### src/rtl/imm_encoder_pkg.sv
// Shared immediate-format definitions for the RV32IM immediate encoder and
// the ID-stage immediate decoder: format codes, the unsigned/raw flag
// position, the range-check helper and the decoder itself.
package imm_pkg;

    // Low three bits of IMM_SEL select the instruction format.
    localparam logic [2:0] FMT_U     = 3'b000;
    localparam logic [2:0] FMT_J     = 3'b001;
    localparam logic [2:0] FMT_I     = 3'b010;
    localparam logic [2:0] FMT_B     = 3'b011;
    localparam logic [2:0] FMT_S     = 3'b100;
    localparam logic [2:0] FMT_SHAMT = 3'b101;

    // IMM_SEL bit that selects unsigned (I/S) or raw (J) interpretation.
    localparam int SEL_FLAG_BIT = 3;

    // One beat as captured by the first pipeline stage.
    typedef struct packed {
        logic [3:0]  sel;
        logic [31:0] imm;
        logic [31:0] base;
    } imm_beat_t;

    // True when v is representable in nbits: as a two's-complement value
    // (everything from bit nbits-1 upward is a copy of the sign) or as an
    // unsigned value (everything from bit nbits upward is zero).
    function automatic logic range_ok(input logic [31:0] v,
                                      input int unsigned nbits,
                                      input logic is_signed);
        logic signed [31:0] sv;
        logic [31:0]        hi;
        if (is_signed) begin
            sv = $signed(v);
            hi = sv >>> (nbits - 1);
            return (hi == '0) || (hi == '1);
        end
        hi = v >> nbits;
        return hi == '0;
    endfunction

    // ID-stage immediate generator: recovers the immediate carried by an
    // instruction word for the given IMM_SEL code.
    function automatic logic [31:0] sign_extend(input logic [31:0] inst,
                                                input logic [3:0] sel);
        logic raw;
        raw = sel[SEL_FLAG_BIT];
        case (sel[2:0])
            FMT_U:     return {inst[31:12], 12'h000};
            FMT_J:     return raw ? {11'h000, inst[31:12], 1'b0}
                                  : {{11{inst[31]}}, inst[31], inst[19:12],
                                     inst[20], inst[30:21], 1'b0};
            FMT_I:     return raw ? {20'h00000, inst[31:20]}
                                  : {{20{inst[31]}}, inst[31:20]};
            FMT_B:     return {{19{inst[31]}}, inst[31], inst[7],
                               inst[30:25], inst[11:8], 1'b0};
            FMT_S:     return raw ? {20'h00000, inst[31:25], inst[11:7]}
                                  : {{20{inst[31]}}, inst[31:25], inst[11:7]};
            FMT_SHAMT: return {27'h0000000, inst[24:20]};
            default:   return 32'h0000_0000;
        endcase
    endfunction

endpackage

### src/rtl/imm_encoder_if.sv
// Beat-level bus of the immediate encoder: input beat handshake with the
// format/immediate/base word, and the encoded-word output handshake.
interface imm_encoder_if;
    logic        IN_VALID;
    logic        IN_READY;
    logic [3:0]  IMM_SEL;
    logic [31:0] IMM_VAL;
    logic [31:0] BASE_INST;
    logic        OUT_VALID;
    logic        OUT_READY;
    logic [31:0] INST_OUT;
    logic        RANGE_ERR;

    // Producer of beats / consumer of encoded words.
    modport master (
        output IN_VALID, IMM_SEL, IMM_VAL, BASE_INST, OUT_READY,
        input  IN_READY, OUT_VALID, INST_OUT, RANGE_ERR
    );

    // The encoder itself.
    modport slave (
        input  IN_VALID, IMM_SEL, IMM_VAL, BASE_INST, OUT_READY,
        output IN_READY, OUT_VALID, INST_OUT, RANGE_ERR
    );
endinterface

### src/rtl/imm_encoder_pack_comb.sv
// Combinational immediate packer: scatters the immediate into the bit
// positions owned by the selected format, keeps every other bit of the base
// word, and flags immediates that the format cannot represent. On error the
// truncated immediate is still packed.
module imm_pack_comb
    import imm_pkg::*;
(
    input  logic [3:0]  sel_i,
    input  logic [31:0] imm_i,
    input  logic [31:0] base_i,
    output logic [31:0] inst_o,
    output logic        err_o
);

    logic raw;

    assign raw = sel_i[SEL_FLAG_BIT];

    // Field scatter and range check for the selected format.
    always_comb begin
        inst_o = base_i;
        err_o  = 1'b0;
        case (sel_i[2:0])
            FMT_U: begin
                inst_o[31:12] = imm_i[31:12];
                err_o         = (imm_i[11:0] != 12'h000);
            end
            FMT_J: begin
                if (raw) begin
                    inst_o[31:12] = imm_i[20:1];
                    err_o         = imm_i[0] | ~range_ok(imm_i, 21, 1'b0);
                end else begin
                    inst_o[31]    = imm_i[20];
                    inst_o[30:21] = imm_i[10:1];
                    inst_o[20]    = imm_i[11];
                    inst_o[19:12] = imm_i[19:12];
                    err_o         = imm_i[0] | ~range_ok(imm_i, 21, 1'b1);
                end
            end
            FMT_I: begin
                inst_o[31:20] = imm_i[11:0];
                err_o         = ~range_ok(imm_i, 12, ~raw);
            end
            FMT_B: begin
                inst_o[31]    = imm_i[12];
                inst_o[30:25] = imm_i[10:5];
                inst_o[11:8]  = imm_i[4:1];
                inst_o[7]     = imm_i[11];
                err_o         = imm_i[0] | ~range_ok(imm_i, 13, 1'b1);
            end
            FMT_S: begin
                inst_o[31:25] = imm_i[11:5];
                inst_o[11:7]  = imm_i[4:0];
                err_o         = ~range_ok(imm_i, 12, ~raw);
            end
            FMT_SHAMT: begin
                inst_o[24:20] = imm_i[4:0];
                err_o         = ~range_ok(imm_i, 5, 1'b0);
            end
            default: begin
                // Codes 110/111 have no immediate: pass the base through.
                inst_o = base_i;
                err_o  = 1'b1;
            end
        endcase
    end

endmodule

### src/rtl/imm_encoder.sv
// RV32IM immediate encoder: two-stage valid/ready pipeline that packs an
// immediate into a base instruction word for the selected format, flags
// unrepresentable immediates, and counts delivered words and errors.
// S1 holds the accepted beat (the range check is evaluated from it), S2 holds
// the packed word and error flag that drive the outputs.
// Optional build macro IMM_ENCODER_ROUNDTRIP_EN adds a decode-back check of
// every delivered word (output ROUNDTRIP_MISMATCH).
module imm_encoder
    import imm_pkg::*;
#(
    parameter int CNT_W = 16
) (
    input  logic             CLK,
    input  logic             RESET,
    imm_encoder_if.slave     bus,
    output logic [CNT_W-1:0] ENC_COUNT,
    output logic [CNT_W-1:0] ERR_COUNT
`ifdef IMM_ENCODER_ROUNDTRIP_EN
    ,
    output logic             ROUNDTRIP_MISMATCH
`endif
);

    imm_beat_t        s1_beat_q;
    logic             s1_valid_q, s1_valid_d;
    logic             s2_valid_q, s2_valid_d;
    logic [31:0]      s2_inst_q;
    logic             s2_err_q;
    logic [CNT_W-1:0] enc_cnt_q, enc_cnt_d;
    logic [CNT_W-1:0] err_cnt_q, err_cnt_d;

    logic             in_ready;
    logic             in_fire;
    logic             s1_adv;
    logic             out_fire;
    logic [31:0]      pack_inst;
    logic             pack_err;

    imm_pack_comb u_pack (
        .sel_i  (s1_beat_q.sel),
        .imm_i  (s1_beat_q.imm),
        .base_i (s1_beat_q.base),
        .inst_o (pack_inst),
        .err_o  (pack_err)
    );

    // Handshake decode and next-state for the valid flags and counters.
    always_comb begin
        in_ready   = ~s1_valid_q | ~s2_valid_q | bus.OUT_READY;
        in_fire    = bus.IN_VALID & in_ready;
        s1_adv     = s1_valid_q & (~s2_valid_q | bus.OUT_READY);
        out_fire   = s2_valid_q & bus.OUT_READY;

        s1_valid_d = in_fire | (s1_valid_q & ~s1_adv);
        s2_valid_d = s1_adv | (s2_valid_q & ~bus.OUT_READY);

        enc_cnt_d  = enc_cnt_q;
        err_cnt_d  = err_cnt_q;
        if (out_fire) begin
            enc_cnt_d = enc_cnt_q + CNT_W'(1);
            if (s2_err_q && (err_cnt_q != '1)) begin
                err_cnt_d = err_cnt_q + CNT_W'(1);
            end
        end
    end

    // ---- S1: capture the accepted beat ----
    // Beat payload only matters while s1_valid_q is set, so it needs no reset.
    always_ff @(posedge CLK) begin
        if (in_fire) begin
            s1_beat_q.sel  <= bus.IMM_SEL;
            s1_beat_q.imm  <= bus.IMM_VAL;
            s1_beat_q.base <= bus.BASE_INST;
        end
    end

    // ---- S2: packed word, valid flags and statistics ----
    // Reset drops any in-flight beat and clears the visible outputs.
    always_ff @(posedge CLK or posedge RESET) begin
        if (RESET) begin
            s1_valid_q <= 1'b0;
            s2_valid_q <= 1'b0;
            s2_inst_q  <= 32'h0000_0000;
            s2_err_q   <= 1'b0;
            enc_cnt_q  <= '0;
            err_cnt_q  <= '0;
        end else begin
            s1_valid_q <= s1_valid_d;
            s2_valid_q <= s2_valid_d;
            enc_cnt_q  <= enc_cnt_d;
            err_cnt_q  <= err_cnt_d;
            if (s1_adv) begin
                s2_inst_q <= pack_inst;
                s2_err_q  <= pack_err;
            end
        end
    end

`ifdef IMM_ENCODER_ROUNDTRIP_EN
    logic [3:0]  s2_sel_q;
    logic [31:0] s2_imm_q;
    logic [31:0] rt_decoded;
    logic        rt_diff;

    // S2 keeps the selector and original immediate for the decode-back check.
    always_ff @(posedge CLK or posedge RESET) begin
        if (RESET) begin
            s2_sel_q <= 4'h0;
            s2_imm_q <= 32'h0000_0000;
        end else if (s1_adv) begin
            s2_sel_q <= s1_beat_q.sel;
            s2_imm_q <= s1_beat_q.imm;
        end
    end

    // Decode the delivered word back; U format carries only imm[31:12].
    always_comb begin
        rt_decoded = sign_extend(s2_inst_q, s2_sel_q);
        if (s2_sel_q[2:0] == FMT_U) begin
            rt_diff = (rt_decoded[31:12] != s2_imm_q[31:12]);
        end else begin
            rt_diff = (rt_decoded != s2_imm_q);
        end
        ROUNDTRIP_MISMATCH = s2_valid_q & ~s2_err_q & rt_diff;
    end
`endif

    assign bus.IN_READY  = in_ready;
    assign bus.OUT_VALID = s2_valid_q;
    assign bus.INST_OUT  = s2_inst_q;
    assign bus.RANGE_ERR = s2_err_q;
    assign ENC_COUNT     = enc_cnt_q;
    assign ERR_COUNT     = err_cnt_q;

endmodule

### src/flat_wrapper.sv
// flat-port wrapper written by rule: the top's interface ports become plain ports
module imm_encoder_flat import imm_pkg::*;
#(
    parameter int CNT_W = 16
)
  (CLK, RESET, ENC_COUNT, ERR_COUNT, bus_IN_VALID, bus_IMM_SEL, bus_IMM_VAL, bus_BASE_INST, bus_OUT_READY, bus_IN_READY, bus_OUT_VALID, bus_INST_OUT, bus_RANGE_ERR);
  imm_encoder_if bus_i ();
  input  logic CLK;
  input  logic RESET;
  output logic [CNT_W-1:0] ENC_COUNT;
  output logic [CNT_W-1:0] ERR_COUNT;
  input wire logic [$bits(bus_i.IN_VALID)-1:0] bus_IN_VALID;
  input wire logic [$bits(bus_i.IMM_SEL)-1:0] bus_IMM_SEL;
  input wire logic [$bits(bus_i.IMM_VAL)-1:0] bus_IMM_VAL;
  input wire logic [$bits(bus_i.BASE_INST)-1:0] bus_BASE_INST;
  input wire logic [$bits(bus_i.OUT_READY)-1:0] bus_OUT_READY;
  output wire logic [$bits(bus_i.IN_READY)-1:0] bus_IN_READY;
  output wire logic [$bits(bus_i.OUT_VALID)-1:0] bus_OUT_VALID;
  output wire logic [$bits(bus_i.INST_OUT)-1:0] bus_INST_OUT;
  output wire logic [$bits(bus_i.RANGE_ERR)-1:0] bus_RANGE_ERR;
  assign bus_i.IN_VALID = bus_IN_VALID;
  assign bus_i.IMM_SEL = bus_IMM_SEL;
  assign bus_i.IMM_VAL = bus_IMM_VAL;
  assign bus_i.BASE_INST = bus_BASE_INST;
  assign bus_i.OUT_READY = bus_OUT_READY;
  assign bus_IN_READY = bus_i.IN_READY;
  assign bus_OUT_VALID = bus_i.OUT_VALID;
  assign bus_INST_OUT = bus_i.INST_OUT;
  assign bus_RANGE_ERR = bus_i.RANGE_ERR;
  imm_encoder #(.CNT_W(CNT_W)) u_core (.CLK(CLK), .RESET(RESET), .bus(bus_i), .ENC_COUNT(ENC_COUNT), .ERR_COUNT(ERR_COUNT));
endmodule
### config.mk
export PLATFORM = sky130hd
export DESIGN_NAME = imm_encoder_flat
export DESIGN_NICKNAME = d
export VERILOG_FILES = /design/src/rtl/imm_encoder_pkg.sv /design/src/rtl/imm_encoder_if.sv /design/src/rtl/imm_encoder_pack_comb.sv /design/src/rtl/imm_encoder.sv /design/src/flat_wrapper.sv
export SDC_FILE = /design/constraint.sdc
export NUM_CORES = 1
export LEC_CHECK = 0
export CORE_UTILIZATION = 48
export CTS_CLUSTER_SIZE = 10
export DETAILED_ROUTE_END_ITERATION = 7
export GPL_ROUTABILITY_DRIVEN = 1
export GPL_TIMING_DRIVEN = 1
export PLACE_DENSITY = 0.78
export SLEW_MARGIN = 20
export SYNTH_ARGS = -nofsm -noshare
export SYNTH_HDL_FRONTEND = slang
export SYNTH_SLANG_ARGS = --single-unit
### constraint.sdc
create_clock -name CLK -period 3.1 [get_ports CLK]
set_input_delay 0.465 -clock CLK [delete_from_list [all_inputs] [get_ports CLK]]
set_output_delay 0.465 -clock CLK [all_outputs]
set_load 0.01 [all_outputs]
==> metrics.txt, run 1 <==
outcome complete, no violations; initial antenna violation count 0; area grow syn2layout 37.72%; drt total wl between 10000 and 15000 um; latest clock arrival within the worst-skew pair 0.41 ns; Tot Pwr between 5 and 6 mW; Int Pwr between 3 and 4 mW; max cap viols 0; Worst setup EP type output port; minimum clock period about 2.2 ns; Yosys cell types between 40 and 50; antenna cells 0; Initial Util 0.4932; worst min-delay path startpoint u_core.ENC_COUNT[15]$_DFFE_PP0P_; clk_skew 0.01337 ns; CP startpoint bus_OUT_READY; Sink Count between 100 and 150; DR DRC count 0; Worst Hold Class reg -> reg; post-detailed-route wirelength per cell between 15 and 20 um; die span in y around 110 um; fill cell count roughly 850; First-pass DRT Iterations 6; post-detail-place hpwl approximately 9000 um; antenna-violating nets left 0; layout cells sized above 1 0.09047; Syn Nets between 500 and 600; Final WS setup about 0.9 ns; global-route wire length before repair around 21000 um; Longest Clk Path Bufs 2; post-synthesis register bit count between 100 and 150; Flop pwr share 0.449; Die W between 100 and 150 um; setup TNS 0 ns; cts repair resizes 0; clock root cell clkbuf_16; routed via count between 4000 and 5000; # rows 39; routability cong. around 0.9; Core Region 11470 um^2; Final Slew Violations 0; crit path kind in -> out; actual slew at the worst max-slew pin 0.8368 ns; CTS clk-pin slew, worst paths ~0.06 ns; cell taking the most area after synthesis edfxtp_1; Synth Flop Type edfxtp_1; register area share after synthesis 0.6575; total CTS buffers 17; largest cells by area after synthesis edfxtp_1 36%, dfrtp_1 30%, nand2_1 4.6%; Setup Viol. Count Final 0; unrepaired setup endpoints after global routing no; Pwr Density between 600 and 700 nW/um^2; PortBufs between 100 and 150; IO Pins between 100 and 150; cell with the most instances after synthesis nand2_1; crit path launch type input port; largest net degree at the start of global routing 69; global route overflow 0; Vias/cell roughly 5.6; area share of the largest cell type after synthesis 0.3611; post-CTS setup buffers 0; Final period util 0.7129; number of DRC markers in iteration 0 about 350; cts-stage hold buffer count 0; Setup WS pre-CTS between 0.7 and 0.8 ns; P_leak between 3 and 4 nW; Fin. Hold Viols 0; die area about 12000 um^2; Mapped Area roughly 5700 um^2; Peak Freq 452.5 MHz; Syn Area/Cell around 12 um^2; final net count around 700; Synth async-reset ratio 0.4963; sw frac 0.2570; Slew Limit Headroom 0.4421; Comb power frac 0.175; P_sw around 1.3 mW; Worst Path Required about 2.6 ns; CTS HTree Levels 4; Post-Syn Instances 460; crit path max fanout 5; arrival time worst endpoint about 1.7 ns; Yosys warning count 0; GRT Total Usage 0.2218; vias in the first global route between 4000 and 5000; Max VDD drop approximately 550 uV; CTS tree done; Post-synth EDFFs a little under 70; Clock Power Share 0.377; reg2reg start u_core.s1_beat_q[39]$_DFFE_PP_; Post-synth top cells 69 x nand2_1, 68 x edfxtp_1, 67 x dfrtp_1
[path summary, 6_finish.rpt]
path                                                          to  slack, ns  depth (start not counted)
worst max-delay path                                bus_IN_READY       0.89                          3
worst min-delay path            u_core.ENC_COUNT[15]$_DFFE_PP0P_       0.46                          1
min in group asynchronous        u_core.ENC_COUNT[5]$_DFFE_PP0P_       0.62                          3
worst max register to register  u_core.bus.RANGE_ERR$_DFFE_PP0P_       1.08                          5
max in group asynchronous        u_core.ERR_COUNT[2]$_DFFE_PP0P_       1.93                          3
worst min register to register  u_core.ENC_COUNT[15]$_DFFE_PP0P_       0.46                          1
[per-stage QoR]
step / util / hold WS (ns) / cell area [um^2] / std cells
after detailed placement: 0.6283 / 0.4608 / 7204 / 730
after global placement: 0.6283 / 0.4568 / 7204 / 730
after CTS: 0.6792 / 0.4684 / 7789 / 762
after floorplan: - / 0.4555 / 5655 / 460
final: 0.6792 / 0.4628 / 7789 / 762
after global routing: 0.6792 / 0.4906 / 7789 / 762
[power by group through the flow]
| stage | combinational, mW | clock, mW | sequential, mW |
|---|---|---|---|
| floorplan | 0.335 | 0 | 2.38 |
| global placement | 0.878 | 0 | 2.35 |
| detailed placement | 0.909 | 0 | 2.37 |
| CTS | 0.921 | 1.99 | 2.34 |
| global route | 0.988 | 2.07 | 2.37 |
| finish | 0.910 | 1.96 | 2.34 |
[flip-flops by register name (all words and copies together) (netlist names)]
| name | cells |
|---|---|
| u_core.bus.INST_OUT | 32 |
| u_core.ENC_COUNT | 16 |
| u_core.bus.RANGE_ERR | 1 |
| u_core.ERR_COUNT | 16 |
| u_core.bus.OUT_VALID | 1 |
| u_core.s1_valid_q | 1 |
| u_core.s1_beat_q | 68 |
[worst max-delay path: stages]
cell and delay [ns]:
clkdlybuf4s50_1 0.55, nand3b_1 0.17, clkdlybuf4s50_1 0.55
[cell type report]
cell class | count | area, um^2 | share of cell area
Clock inverter | 12 | 126.4 | 0.01622
Clock buffer | 20 | 457.9 | 0.05880
Inverter | 8 | 30.03 | 0.003855
Timing Repair Buffer | 145 | 1446 | 0.1857
Sequential cell | 135 | 3719 | 0.4774
Tap cell | 143 | 178.9 | 0.02297
Multi-Input combinational cell | 299 | 1831 | 0.2350
[per-layer routing]
layer	global-route usage	vias up	wire length, um
li1	-	1977	-
met1	0.2801	2020	5280
met2	0.3739	208	6591
met3	0.05543	28	753
met4	0.07378	0	233
met5	0	-	0
[placed cells by master, fill, tap and decap left out, drive strengths merged, types with 7 or more instances in the layout]
master	count
a21oi	14
clkinv	9
nor3	9
nand4	9
xnor2	21
edfxtp	68
nand2	69
o21ai	43
clkbuf	20
mux2	10
mux2i	11
nand3	22
dfrtp	67
clkdlybuf4s50	138
inv	8
buf	7
nor2	19
and3	7
a22oi	7
xor2	8
[cell families (layout without fill, tap and decap cells)]
family	after synthesis	count (layout)	share of synthesized area
fa+ha+maj	2	2	0.004424
compound gates	91	91	0.1007
buf+inv	26	185	0.01947
mux	22	22	0.04336
xor+xnor	29	29	0.04491
flops	135	135	0.6575
simple gates	155	155	0.1296
Power figures use the tool's default switching activity.
==> run 2, diff against run 1 <==
==> constraint.sdc (replaced) <==
create_clock -name CLK -period 2.09 [get_ports CLK]
set_input_delay 0.3135 -clock CLK [delete_from_list [all_inputs] [get_ports CLK]]
set_output_delay 0.3135 -clock CLK [all_outputs]
set_load 0.01 [all_outputs]
==> run 2 against run 1 <==
First-iteration DRC count grew 5.8%. Sequential power is 47% higher. Non-clock buffer count up 15. Count of clock-buffer cells in the layout rose by 1. Critical endpoint is now u_core.bus.INST_OUT[26]$_DFFE_PP0P_.
==> metrics.txt, run 2 (same netlist as run 1, synthesis figures left out) <==
outcome complete, no violations (unchanged); antenna cells 0 (unchanged); crit path kind reg -> reg (was in -> out); PortBufs 138 (unchanged); First-pass DRT Iterations 5 (was 6); clock root cell clkbuf_16 (unchanged); initial antenna violation count 0 (unchanged); CTS clk-pin slew, worst paths 0.06 ns (about the same); Critical Path Max Stage Delay 0.59 ns (was 0.55 ns); CP delay by family, top compound AO/OA/AOI/OAI gates (was buffers and inverters); commonest cells after routing, fill and taps aside 138 x clkdlybuf4s50_1, 68 x nand2_1, 68 x edfxtp_1 (unchanged); Area after DPL 7330 um^2 (was 7204 um^2); area grow syn2layout 39.34% (was 37.72%); crit path cell chain nor2_1 > nand2_1 > o21ai_1 > o2bb2ai_1 > mux2i_1 > o21ai_0 (was clkdlybuf4s50_1 > nand3b_1 > clkdlybuf4s50_1); clk_skew 0.01326 ns (was 0.01337 ns); Finished Cell Area 7880 um^2 (was 7789 um^2); crit path max fanout 13 (was 5); layout cells sized above 1 0.1151 (was 0.09047); die span in y 110.5 um (unchanged); Worst Hold Class in -> async (was reg -> reg); Flop pwr share 0.459 (was 0.449); final net count 695 (was 680); Int Pwr 5.558 mW (was 3.871 mW); Comb power frac 0.183 (was 0.175); antenna-violating nets left 0 (unchanged); GRT Total Usage 0.2238 (was 0.2218); Slew Limit Headroom 0.5851 (was 0.4421); Max VDD drop 647.8 uV (was 551.3 uV); Buf+Inv Stages, Crit Path 0 (was 2); Pwr Density 952.6 nW/um^2 (was 668.8 nW/um^2); Setup Viol. Count Final 0 (unchanged); DR DRC count 0 (unchanged); Fin. Hold Viols 0 (unchanged); global-route wire length before repair 21280 um (was 21120 um); leading cell type in the layout, fill and taps excluded clkdlybuf4s50_1 (unchanged); Final period util 0.9105; actual slew at the worst max-slew pin 0.6201 ns (was 0.8368 ns); P_leak 3.108 nW (was 3.040 nW); Die W 110.5 um (unchanged); sw frac 0.2596 (was 0.2570); routability cong. 0.9576 (was 0.8952); Largest Register u_core.s1_beat_q (unchanged); cts-stage hold buffer count 0 (unchanged); CTS tree done (unchanged); total CTS buffers 17 (unchanged); post-detailed-route wirelength per cell 16.51 um (was 16.88 um); CTS HTree Levels 4 (unchanged); max reg flops 68 (unchanged); die area 12220 um^2 (unchanged); Final Slew Violations 0 (unchanged); Worst setup EP type flop (was output port); slowest stage cell, crit path edfxtp_1 (was clkdlybuf4s50_1); post-detail-place hpwl 9503 um (was 9183 um); r2r setup slk 0.19 ns (was 1.08 ns); fin util 0.6872 (was 0.6792); # rows 39 (unchanged); Core Region 11470 um^2 (unchanged); max cap viols 0 (unchanged); global route overflow 0 (unchanged); largest net degree at the start of global routing 44 (was 69); Clock Power Share 0.358 (was 0.377); number of DRC markers in iteration 0 366 (was 346); Vias/cell 5.390 (was 5.555); routed via count 4188 (was 4233); setup TNS 0 ns (unchanged); P_sw 1.948 mW (was 1.339 mW); Longest Clk Path Bufs 2 (unchanged); Peak Freq approximately 530 MHz; IO Pins 139 (unchanged); Initial Util 0.4932 (unchanged); latest clock arrival within the worst-skew pair 0.41 ns (about the same); arrival time worst endpoint 2.22 ns (was 1.74 ns); crit path launch type flop (was input port); minimum clock period ~1.9 ns; unrepaired setup endpoints after global routing no (unchanged); drt total wl 12830 um (was 12860 um); vias in the first global route 4193 (was 4240); Sink Count 135 (unchanged); Worst Path Required 2.41 ns (was 2.63 ns)
[run 2: cell count changes in the layout (fill, tap and decap cells not counted)]
cell,before,now
clkinv_1,2,1
clkbuf_8,0,1
bufinv_16,2,0
buf_12,1,2
nor4_1,4,3
clkinv_2,4,5
buf_4,6,20
inv_4,0,2
clkinvlp_4,1,0
nor4_2,0,1
[run 2: worst paths after layout]
kind | cells after the start | from | to
worst min register to register | 1 | u_core.s1_beat_q[4]$_DFFE_PP_ | u_core.bus.INST_OUT[4]$_DFFE_PP0P_
min in group CLK | 1 | bus_IMM_VAL[5] | u_core.s1_beat_q[37]$_DFFE_PP_
worst min-delay path | 2 | RESET | u_core.ENC_COUNT[6]$_DFFE_PP0P_
worst max register to register | 6 | u_core.s1_beat_q[64]$_DFFE_PP_ | u_core.bus.INST_OUT[26]$_DFFE_PP0P_
worst max-delay path | 6 | u_core.s1_beat_q[64]$_DFFE_PP_ | u_core.bus.INST_OUT[26]$_DFFE_PP0P_
max in group asynchronous | 3 | RESET | u_core.bus.INST_OUT[31]$_DFFE_PP0P_
[run 2: stage by stage]
step / hold WS (ns) / power (mW) / cells / setup slack, ns
CTS: 0.2433 / 7.570 / 777 / 0.09917
global route: 0.2598 / 7.869 / 777 / 0.03366
global placement: 0.4570 / 4.832 / 745 / 0.1952
detailed placement: 0.4657 / 4.874 / 745 / 0.1516
floorplan: 0.4124 / 4.026 / 460 / 0.09334
finish: 0.2402 / 7.506 / 777 / 0.1871
[run 2: metal layers]
layer / part of all wire / routed length (um) / track usage / vias up
met2: 0.50 / 6354 / 0.3669 / 142
li1: - / - / - / 2004
met3: 0.043 / 556 / 0.05104 / 18
met4: 0.016 / 201 / 0.08444 / 0
met1: 0.45 / 5720 / 0.2907 / 2024
met5: 0 / 0 / 0 / -
[run 2: what timing repair did]
| item | in CTS | in global routing |
|---|---|---|
| endpoints found under the setup margin | 0 | 1 |
| resized for setup | 0 | 1 |
| setup buffers | 0 | 0 |
| hold endpoints to repair | 0 | 0 |
[run 2: cell type report]
| cell class | count | area [um^2] |
|---|---|---|
| clock buffer | 21 | 471.7 |
| timing repair buffer | 160 | 1572 |
| inverter | 8 | 30.03 |
| sequential | 135 | 3719 |
| tap | 143 | 178.9 |
| fill | 828 | 3587 |
| clock inverter | 11 | 72.57 |
| multi-input combinational | 299 | 1837 |
[run 2: power groups by stage]
stage | registers [mW] | clock network [mW] | logic, mW
after detailed placement | 3.49 | 0 | 1.38
final | 3.45 | 2.69 | 1.37
after global routing | 3.49 | 2.88 | 1.50
after global placement | 3.48 | 0 | 1.35
after floorplan | 3.53 | 0 | 0.497
after CTS | 3.44 | 2.74 | 1.39
[run 2: worst reg2reg max path, cell delays in order (launching register included)]
cell       delay, ns
edfxtp_1        0.59
nor2_1          0.25
nand2_1         0.10
o21ai_1         0.32
o2bb2ai_1       0.23
mux2i_1         0.13
o21ai_0         0.19
